[config.mk]
export PLATFORM = sky130hd
export DESIGN_NAME = regfile_bypass
export DESIGN_NICKNAME = d
export VERILOG_FILES = /design/src/rtl/regfile_bypass.sv
export SDC_FILE = /design/constraint.sdc
export NUM_CORES = 1
export LEC_CHECK = 0
export ABC_CLOCK_PERIOD_IN_PS = 8700
export CAP_MARGIN = 0
export CORE_MARGIN = 2
export CORE_UTILIZATION = 35
export DETAILED_ROUTE_END_ITERATION = 16
export GPL_TIMING_DRIVEN = 0
export PLACE_DENSITY = 0.52
export SETUP_SLACK_MARGIN = 0.2
export SKIP_CTS_REPAIR_TIMING = 1
export SLEW_MARGIN = 20
export SYNTH_ARGS = -nofsm -noshare
export SYNTH_HDL_FRONTEND = slang
export SYNTH_SLANG_ARGS = --single-unit
[constraint.sdc]
create_clock -name clk -period 8.7 [get_ports clk]
set_clock_uncertainty 0.15 [all_clocks]
set_input_delay 0.87 -clock clk [delete_from_list [all_inputs] [get_ports clk]]
set_output_delay 0.87 -clock clk [all_outputs]
set_load 0.01 [all_outputs]
[src/rtl/regfile_bypass.sv]
// Multi-entry register file with one write port, two bypassed combinational
// read ports and a per-register pending scoreboard with a registered count.
module regfile_bypass #(
  parameter int WIDTH   = 16,
  parameter int NREGS   = 8,
  parameter bit ZERO_R0 = 1'b0,
  localparam int AW     = $clog2(NREGS)
) (
  input  logic             clk,
  input  logic             rst_b,
  input  logic             we,
  input  logic [AW-1:0]    waddr,
  input  logic [WIDTH-1:0] wdata,
  input  logic             rsv_en,
  input  logic [AW-1:0]    rsv_addr,
  input  logic [AW-1:0]    ra_addr,
  output logic [WIDTH-1:0] ra_data,
  output logic             ra_busy,
  input  logic [AW-1:0]    rb_addr,
  output logic [WIDTH-1:0] rb_data,
  output logic             rb_busy,
  output logic             pend_any,
  output logic [AW:0]      pend_cnt
);

  logic [WIDTH-1:0] data_reg [NREGS];
  logic [NREGS-1:0] pend_reg;
  logic [NREGS-1:0] pend_next;
  logic [AW:0]      cnt_reg;
  logic [AW:0]      cnt_next;
  logic             any_reg;

  logic wr_ok;
  logic rsv_ok;

  // rst_b is active-high here: while it is asserted nothing is written or reserved.
  assign wr_ok  = we     && !rst_b && !(ZERO_R0 && (waddr    == '0));
  assign rsv_ok = rsv_en && !rst_b && !(ZERO_R0 && (rsv_addr == '0));

  function automatic logic [AW:0] popcount(input logic [NREGS-1:0] v);
    logic [AW:0] c;
    c = '0;
    for (int i = 0; i < NREGS; i++) begin
      c = c + {{AW{1'b0}}, v[i]};
    end
    return c;
  endfunction

  genvar gi;
  generate
    for (gi = 0; gi < NREGS; gi++) begin : g_reg
      logic wr_hit;
      logic rsv_hit;

      assign wr_hit  = wr_ok  && (waddr    == AW'(gi));
      assign rsv_hit = rsv_ok && (rsv_addr == AW'(gi));
      // A new reservation outranks a same-cycle write to the same register.
      assign pend_next[gi] = (pend_reg[gi] && !wr_hit) || rsv_hit;

      always_ff @(posedge clk) begin
        if (rst_b) begin
          data_reg[gi] <= '0;
        end else if (wr_hit) begin
          data_reg[gi] <= wdata;
        end
      end
    end
  endgenerate

  assign cnt_next = popcount(pend_next);

  always_ff @(posedge clk) begin
    if (rst_b) begin
      pend_reg <= '0;
      cnt_reg  <= '0;
      any_reg  <= 1'b0;
    end else begin
      pend_reg <= pend_next;
      cnt_reg  <= cnt_next;
      any_reg  <= (cnt_next != '0);
    end
  end

  assign pend_cnt = cnt_reg;
  assign pend_any = any_reg;

  logic [AW-1:0]    rd_addr [2];
  logic [WIDTH-1:0] rd_data [2];
  logic             rd_busy [2];

  assign rd_addr[0] = ra_addr;
  assign rd_addr[1] = rb_addr;

  generate
    for (gi = 0; gi < 2; gi++) begin : g_port
      logic hit;
      logic zero;

      assign hit  = wr_ok && (rd_addr[gi] == waddr);
      assign zero = ZERO_R0 && (rd_addr[gi] == '0);

      // A same-cycle write both forwards its data and resolves busy.
      assign rd_data[gi] = zero ? '0 : (hit ? wdata : data_reg[rd_addr[gi]]);
      assign rd_busy[gi] = pend_reg[rd_addr[gi]] && !hit && !zero;
    end
  endgenerate

  assign ra_data = rd_data[0];
  assign ra_busy = rd_busy[0];
  assign rb_data = rd_data[1];
  assign rb_busy = rd_busy[1];

endmodule

==> run summary, run 1 <==
The run finished with clean final reports. The launch instance of the worst min-delay path was pend_reg[4]. In this run the remaining antenna-violating nets after routing total 0. Counting the buffers created by CTS gives 17. The region available for standard cell placement spans 23260 um^2. The die area was 24760 um^2; the global routing met1 resource utilization was 23.74%.

In this run the number of H-tree levels came out at 4. Detailed placement ended at an HPWL of 14.81 mm. The normalized max-slew margin came out at 37.22%. At the worst endpoint, the required time is 8850 ps. Cell with the largest stage delay on the worst path: clkdlybuf4s50_1. Share of the clock period used by the worst path after layout: 60.49%. The final count of hold timing violations was 0. After detailed routing, the number of remaining DRC violations is 0. STA puts the critical path data arrival time at 5410 ps.

The setup-violating endpoint count in the final report is 0, and the overall routing resource usage is 19.54%. For this design the ratio of total power to cell area is 184.1 nW/um^2. Summed over all layers, the global routing overflow is 0. The run gives 3.442% as the routing usage on met3. The die is 157.4 um tall. Routability-driven placement finished with a final weighted congestion of 0.8003. At the pin with the least slew margin, the transition time is 941.7 ps. The largest single stage delay on the critical path is 530 ps. For the number of nets in the finished design, the log shows 649. The floorplan has 56 rows. The run gives 33.77 mm as the first-pass GRT wire length. TritonCTS built the clock tree.

The worst setup path is launched from an input pin. The type of the worst setup path is input pin to flop. Together, buffers and inverters on the worst path number 6. The run gives 3.634 nW as the leakage power of the design.

The starting density of the core was 35.39%; the number of iterations in the first detailed-routing pass was 5. The share of cells above drive strength 1 was 20.06%. Die boundary width: 157.4 um.

The total via count after detailed routing is 5023. Setup slack on the worst reg-to-reg path comes out at 4810 ps. For the total wirelength of the detailed-routed design, the log shows 23.17 mm. The part of the Yosys area used for sequential elements is 49.86%. Measured in cells, the most critical reg-to-reg path has a length of 14. The total negative setup slack is 0 ps. The antenna diode count was 0; the netlist area before placement was 8232 um^2.

The kind of cell with the highest combined delay along the critical path is adder cells. Pin placement for this block handled 71 I/O pins. The clock slew seen by the registers of the worst setup and hold paths came out at 60 ps.

The worst register-to-register path begins at pend_reg[3]. Final count of pins violating max slew: 0. The run gives 5327 as the number of global-route vias before repair. Clock tree synthesis selected as its root buffer the cell clkbuf_16.

The sink count of the clock tree is 141, and the pin count of the biggest net entering global routing is 17. For the routing usage on met2, the log shows 34.81%. For the finished layout, the period the worst path requires is 5262 ps. In this run the worst path has a maximum fanout of 10. The signal on the critical path passes through clkdlybuf4s50_1 -> clkbuf_1 -> nor3b_1 -> nand2_1 -> and2_1 -> fa_1 -> inv_1 -> fa_1 -> inv_1 -> fa_1 -> inv_1 -> ha_1 -> inv_1 -> fa_1 -> xor2_1 -> nor2_1 -> or4_1. IR analysis of the VDD net gives a maximum drop of 0.1549 mV.

Setup repair after global routing left no endpoint under its margin. At the end of the flow the core is filled with cells to 42.49%. The logs give 0 for the number of antenna violations at the first check in global routing and 0 for the total of max-cap violations.

Synthesis produced a netlist whose cell count is 528. Timing would allow up to 190.0 MHz. After global routing, the most crowded layer is met2. The worst hold path terminates at pend_reg[4]. In this run, distinct cell masters in the synthesized netlist total 30. At the later pin of the worst-skew pair, clock insertion delay measures 430 ps. In this run the tool buffered the top-level ports with 62 buffer cells.

The tools report the synthesized netlist net count as 567. The signed area change from the synthesized netlist to the final layout works out to 20.08%. The Yosys step of the flow raised 0 warnings. In this run the critical register-to-register path is captured at pend_any.

The min-delay analysis places its worst path in the category flop to flop. Flip-flop and latch count after synthesis: 141. The worst hold path passes through 2 cells. The worst setup path is captured at a flop. Dividing the synthesized area by the synthesized cell count gives 15.59 um^2. In this run the deepest clock path goes through 2 buffers. In the routed layout, each cell is associated on average with a via count of 5.332. The flip-flop count of the largest register after layout is 128, and the starting DRC count in detailed routing is 393. Wire length per cell: 24.60 um.
==> cell usage in the layout, fill, tap and decap left out, types with 3 or more instances in the layout <==
| master | count |
|---|---|
| a21oi_1 | 9 |
| and2_1 | 135 |
| buf_2 | 6 |
| buf_6 | 10 |
| clkbuf_1 | 19 |
| clkbuf_16 | 20 |
| clkbuf_8 | 6 |
| clkdlybuf4s50_1 | 62 |
| dfxtp_1 | 13 |
| edfxtp_1 | 128 |
| fa_1 | 4 |
| ha_1 | 3 |
| inv_1 | 7 |
| inv_4 | 3 |
| mux2_2 | 66 |
| mux4_1 | 68 |
| nand2_1 | 10 |
| nor2_1 | 9 |
| nor2b_1 | 4 |
| o21ai_0 | 6 |
| or2_2 | 8 |
| xnor2_1 | 6 |
==> layout make-up <==
type / instances / area (um^2)
Fill cell: 2160 / 13380
Inverter: 7 / 26.28
Sequential cell: 141 / 4104
Multi-Input combinational cell: 345 / 3892
Timing Repair Buffer: 63 / 628.1
Tap cell: 319 / 399.1
Clock buffer: 26 / 583.1
Buffer: 35 / 214.0
Clock inverter: 6 / 37.54
==> where the power goes <==
part / total (mW) / internal, mW / leakage (nW) / switching (mW)
combinational: 0.275 / 0.151 / 1.99 / 0.125
clock: 0.749 / 0.462 / 0.315 / 0.287
sequential: 0.796 / 0.780 / 1.33 / 0.0158
total: 1.82 / 1.39 / 3.63 / 0.427
==> routing by layer <==
metal  wire length [um]  vias to the layer above
met3                886                       25
met5                  0                        -
met4                465                        0
met1               9778                     2622
li1                   -                     2240
met2              12040                      136
==> worst reg2reg max path: cells and delay by family, from the launching register on <==
| family | cells | cell delay, ps |
|---|---|---|
| xor+xnor | 1 | 150 |
| buf+inv | 4 | 230 |
| compound gates | 1 | 120 |
| flops | 1 | 340 |
| fa+ha+maj | 5 | 1990 |
| simple gates | 3 | 790 |
==> worst max-delay path by stage <==
stage	start	end	slack, ps	cells after the start
finish	rst_b	pend_any	3440	17
global route	rst_b	pend_any	3050	17
CTS	rst_b	pend_any	3410	17
detailed placement	rst_b	pend_any	2990	17
global placement	rst_b	pend_any	3040	17
floorplan	rst_b	pend_any	3950	16
==> synth_stat cells <==
cell | n | share of area, %
nand3b_1 | 1 | 0.091
nor3_2 | 1 | 0.12
xor2_1 | 1 | 0.11
nand2b_1 | 2 | 0.15
nor2b_1 | 4 | 0.30
xnor2_1 | 6 | 0.64
and2_1 | 135 | 10
dfxtp_1 | 13 | 3.2
buf_6 | 10 | 1.4
nor2_1 | 9 | 0.41
or2_2 | 8 | 0.61
mux2_2 | 66 | 9.0
nor3b_1 | 2 | 0.18
inv_1 | 7 | 0.32
or3b_1 | 1 | 0.11
nor3_1 | 1 | 0.061
or4_1 | 1 | 0.091
nand3_1 | 2 | 0.12
clkbuf_1 | 19 | 0.87
and3b_1 | 1 | 0.11
a21oi_1 | 9 | 0.55
nand4_1 | 2 | 0.15
nand2_1 | 10 | 0.46
mux4_1 | 68 | 22
o31ai_1 | 2 | 0.18
buf_2 | 6 | 0.36
edfxtp_1 | 128 | 47
ha_1 | 3 | 0.46
o21ai_0 | 6 | 0.36
fa_1 | 4 | 0.97
==> cell families (layout without fill, tap and decap cells) <==
group / Yosys count / after routing / share of synthesized area, %
AOI/OAI and AO/OA: 17 / 17 / 1.094
xor gates and xnor gates: 7 / 7 / 0.7448
adders and majority gates: 7 / 7 / 1.429
buffers and inverters: 42 / 137 / 2.918
DFF: 141 / 141 / 49.86
muxes: 134 / 134 / 30.73
and+or+nand+nor: 180 / 180 / 13.22
==> metrics by stage <==
stage | instances | instance area [um^2] | power (mW) | setup WS, ps | hold WS (ps)
after floorplan | 528 | 8232 | 0.9623 | 3946 | 312.9
after global placement | 909 | 9251 | 1.079 | 3043 | 350.8
after detailed placement | 910 | 9264 | 1.088 | 2991 | 353.2
after CTS | 942 | 9884 | 1.829 | 3405 | 361.4
after global routing | 942 | 9884 | 1.879 | 3051 | 401.3
final | 942 | 9884 | 1.820 | 3438 | 361.1
No activity file was read; power rests on OpenSTA's default activity.
==> run 2: changes to the inputs <==
--- a/config.mk
+++ b/config.mk
@@ -5,13 +5,13 @@
 export SDC_FILE = /design/constraint.sdc
 export NUM_CORES = 1
 export LEC_CHECK = 0
-export ABC_CLOCK_PERIOD_IN_PS = 8700
+export ABC_CLOCK_PERIOD_IN_PS = 4400
 export CAP_MARGIN = 0
 export CORE_MARGIN = 2
 export CORE_UTILIZATION = 35
 export DETAILED_ROUTE_END_ITERATION = 16
 export GPL_TIMING_DRIVEN = 0
-export PLACE_DENSITY = 0.52
+export PLACE_DENSITY = 0.54
 export SETUP_SLACK_MARGIN = 0.2
 export SKIP_CTS_REPAIR_TIMING = 1
 export SLEW_MARGIN = 20
==> constraint.sdc (replaced) <==
create_clock -name clk -period 4.4 [get_ports clk]
set_clock_uncertainty 0.15 [all_clocks]
set_input_delay 0.44 -clock clk [delete_from_list [all_inputs] [get_ports clk]]
set_output_delay 0.44 -clock clk [all_outputs]
set_load 0.01 [all_outputs]
==> run 2 against run 1 <==
  * Combinational power rose by 99%
  * First-iteration DRC count is 19% lower
  * Worst setup slack got worse by 3100 ps
  * Global-route usage is 0.17 points lower
  * Via count decreased by 0.52%
  * Critical path type unchanged
  * Critical endpoint unchanged
  * Largest cell class unchanged
  * Largest power group unchanged
  * Highest routed layer unchanged
==> run summary, run 2 (synthesis results as in run 1) <==
The flow ran to the end, and the final reports show no timing, DRC or antenna violations. After floorplanning, the core was sized to cover 23260 um^2. The tools report the count of antenna-violating nets left after detailed routing as 0. The start point of the critical path is waddr[2].

Measured along the x axis, the die boundary spans 157.4 um. Measured against its own limit, the worst slew margin works out to 26.64%. In the layout the commonest cells are 133 x and2_1, 128 x edfxtp_1, 68 x mux4_1, 66 x mux2_2, 55 x clkdlybuf4s50_1. STA puts the critical path data arrival time at 4190 ps. The slew of the pin with the lowest slew margin is 1092 ps. The worst setup path is launched from an input pin.

The run gives 19.38% as the overall routing resource usage. The setup-violating endpoint count in the final report came out at 0. Clock-pin slew was measured on the worst setup and hold paths at 60 ps. For hold timing, the worst endpoint is pend_cnt[0].

The count of buffers inserted at the top-level ports was 62. Final count of pins violating max slew: 0. The number of cells on the worst reg-to-reg path is 13.

The logs give 4997 for the total via count after detailed routing and 4550 ps for the worst endpoint required time. CTS built an H-tree with a depth of 4. The min-delay analysis places its worst path in the category input pin to flop. The run gives 9285 um^2 as the placed standard-cell area.

The height of the die is 157.4 um. The floorplan has 56 rows. The wire length per cell was 24.41 um.

The logs give 430 ps for the worst-skew pair later-pin latency and 620 ps for the setup slack on the worst flop-to-flop path. The final HPWL from detailed placement is 14.90 mm, and the starting density of the core is 35.39%. Across the run, the number of max-cap violations was 0. The tools report the number of global-route vias before repair as 5314. The first-pass GRT wire length is 33.47 mm. STA classifies the critical path endpoint as a flop.

The worst-case IR drop observed on VDD is 0.2759 mV. The number of placed I/O pins is 71. Measured on the finished design, the core utilization comes to 42.66%. The detailed router finished its first iteration with 320 violations. The final instance area is 9925 um^2. Global routing finished with a remaining overflow of 0.

TritonCTS built the clock tree. The share of cells above drive strength 1 was 22.15%; the flip-flop count of the largest register after layout was 128. The top achievable clock speed was 247.7 MHz.

Leaving out fill and tap cells, the most frequent cell in the layout is and2_1. After detailed routing, the number of vias per cell comes to 5.299. The number of cells traversed by the worst hold path came out at 2. The run gives 0 as the final count of hold timing violations. The analysis attributes to cell leakage a power of 3.669 nW. Number of antenna violations at the first check in global routing: 0. In the routed design, unresolved DRC markers number 0. After detailed routing, the total wire length is 23.01 mm. The floorplan step defined a die boundary enclosing 24760 um^2. Along the worst path, the maximum fanout reaches 8. Buffers inserted during clock tree synthesis total 17.

The area growth from synthesis to layout is 20.57%. After layout, the worst path uses 91.75% of the clock period. Setup repair after global routing left no endpoint under its margin. Routability-driven placement finished with a final weighted congestion of 0.7481. For this run, the detailed router's first-pass iteration total came to 4.

The cell sitting at the root of the clock tree is a clkbuf_16. The worst register-to-register path ends at pend_any. The clock passes through at most 2 buffers.

Entering global routing, the biggest net connects 17 pins. The time the worst path needs with I/O delays and setup is 4037 ps. Power density normalized to cell area: 358.7 nW/um^2.

The final layout contains 650 nets. The reg-to-reg startpoint is pend_reg[0]. In this run the most critical hold path is launched from rst_b. The critical path is of the input pin to flop type. The clock drives 141 sinks.
==> run 2: stage by stage <==
stage,hold WS (ps),std cells,setup WS [ps],setup TNS (ps),total power [mW]
6_report,127.3,943,363.2,0,3.560
4_1_cts,344.9,940,-252.9,-252.9,3.578
3_3_place_gp,355.2,909,-622.4,-836.8,2.135
3_5_place_dp,365.0,909,-699.2,-1055,2.152
2_1_floorplan,312.9,528,132.5,0,1.905
5_1_grt,142.8,942,189.3,0,3.674
==> run 2: worst max path at each step <==
stage,slack (ps),to
2_1_floorplan,130,pend_any
3_3_place_gp,-620,pend_any
3_5_place_dp,-700,pend_any
4_1_cts,-250,pend_any
5_1_grt,190,pend_any
6_report,360,pend_any
==> run 2: per-layer routing <==
layer  GRT usage [%]  part of all wire, %  up-vias
met5               0                    0        -
met4           6.234                  1.7        0
met3           3.414                  3.5       32
met2           34.91                   53      124
met1           23.49                   41     2589
li1                -                    -     2252
==> run 2: layout make-up <==
cell class,instances,area (um^2)
fillers,2133,13340
well taps,319,399.1
clock inverters,14,152.6
inverters,7,26.28
repair buffers,64,638.1
flip-flops and latches,141,4104
plain buffers,35,226.5
clock buffers,17,425.4
diodes,1,2.502
multi-input cells,345,3950
==> run 2: worst max-delay path, cell delays in order <==
cell and delay [ps]:
clkbuf_2 140, or3b_4 410, buf_8 150, o31ai_4 190
and2_4 180, fa_1 380, inv_1 80, fa_1 410
inv_1 80, fa_1 400, inv_1 60, ha_2 170
inv_1 50, fa_2 510, nor2_1 50, or4_1 490
==> run 2: report_power, final <==
group / leakage [nW] / switching (mW) / internal, mW
clock: 0.277 / 0.560 / 0.877
combinational: 2.06 / 0.247 / 0.300
sequential: 1.33 / 0.0331 / 1.54
total: 3.67 / 0.840 / 2.72
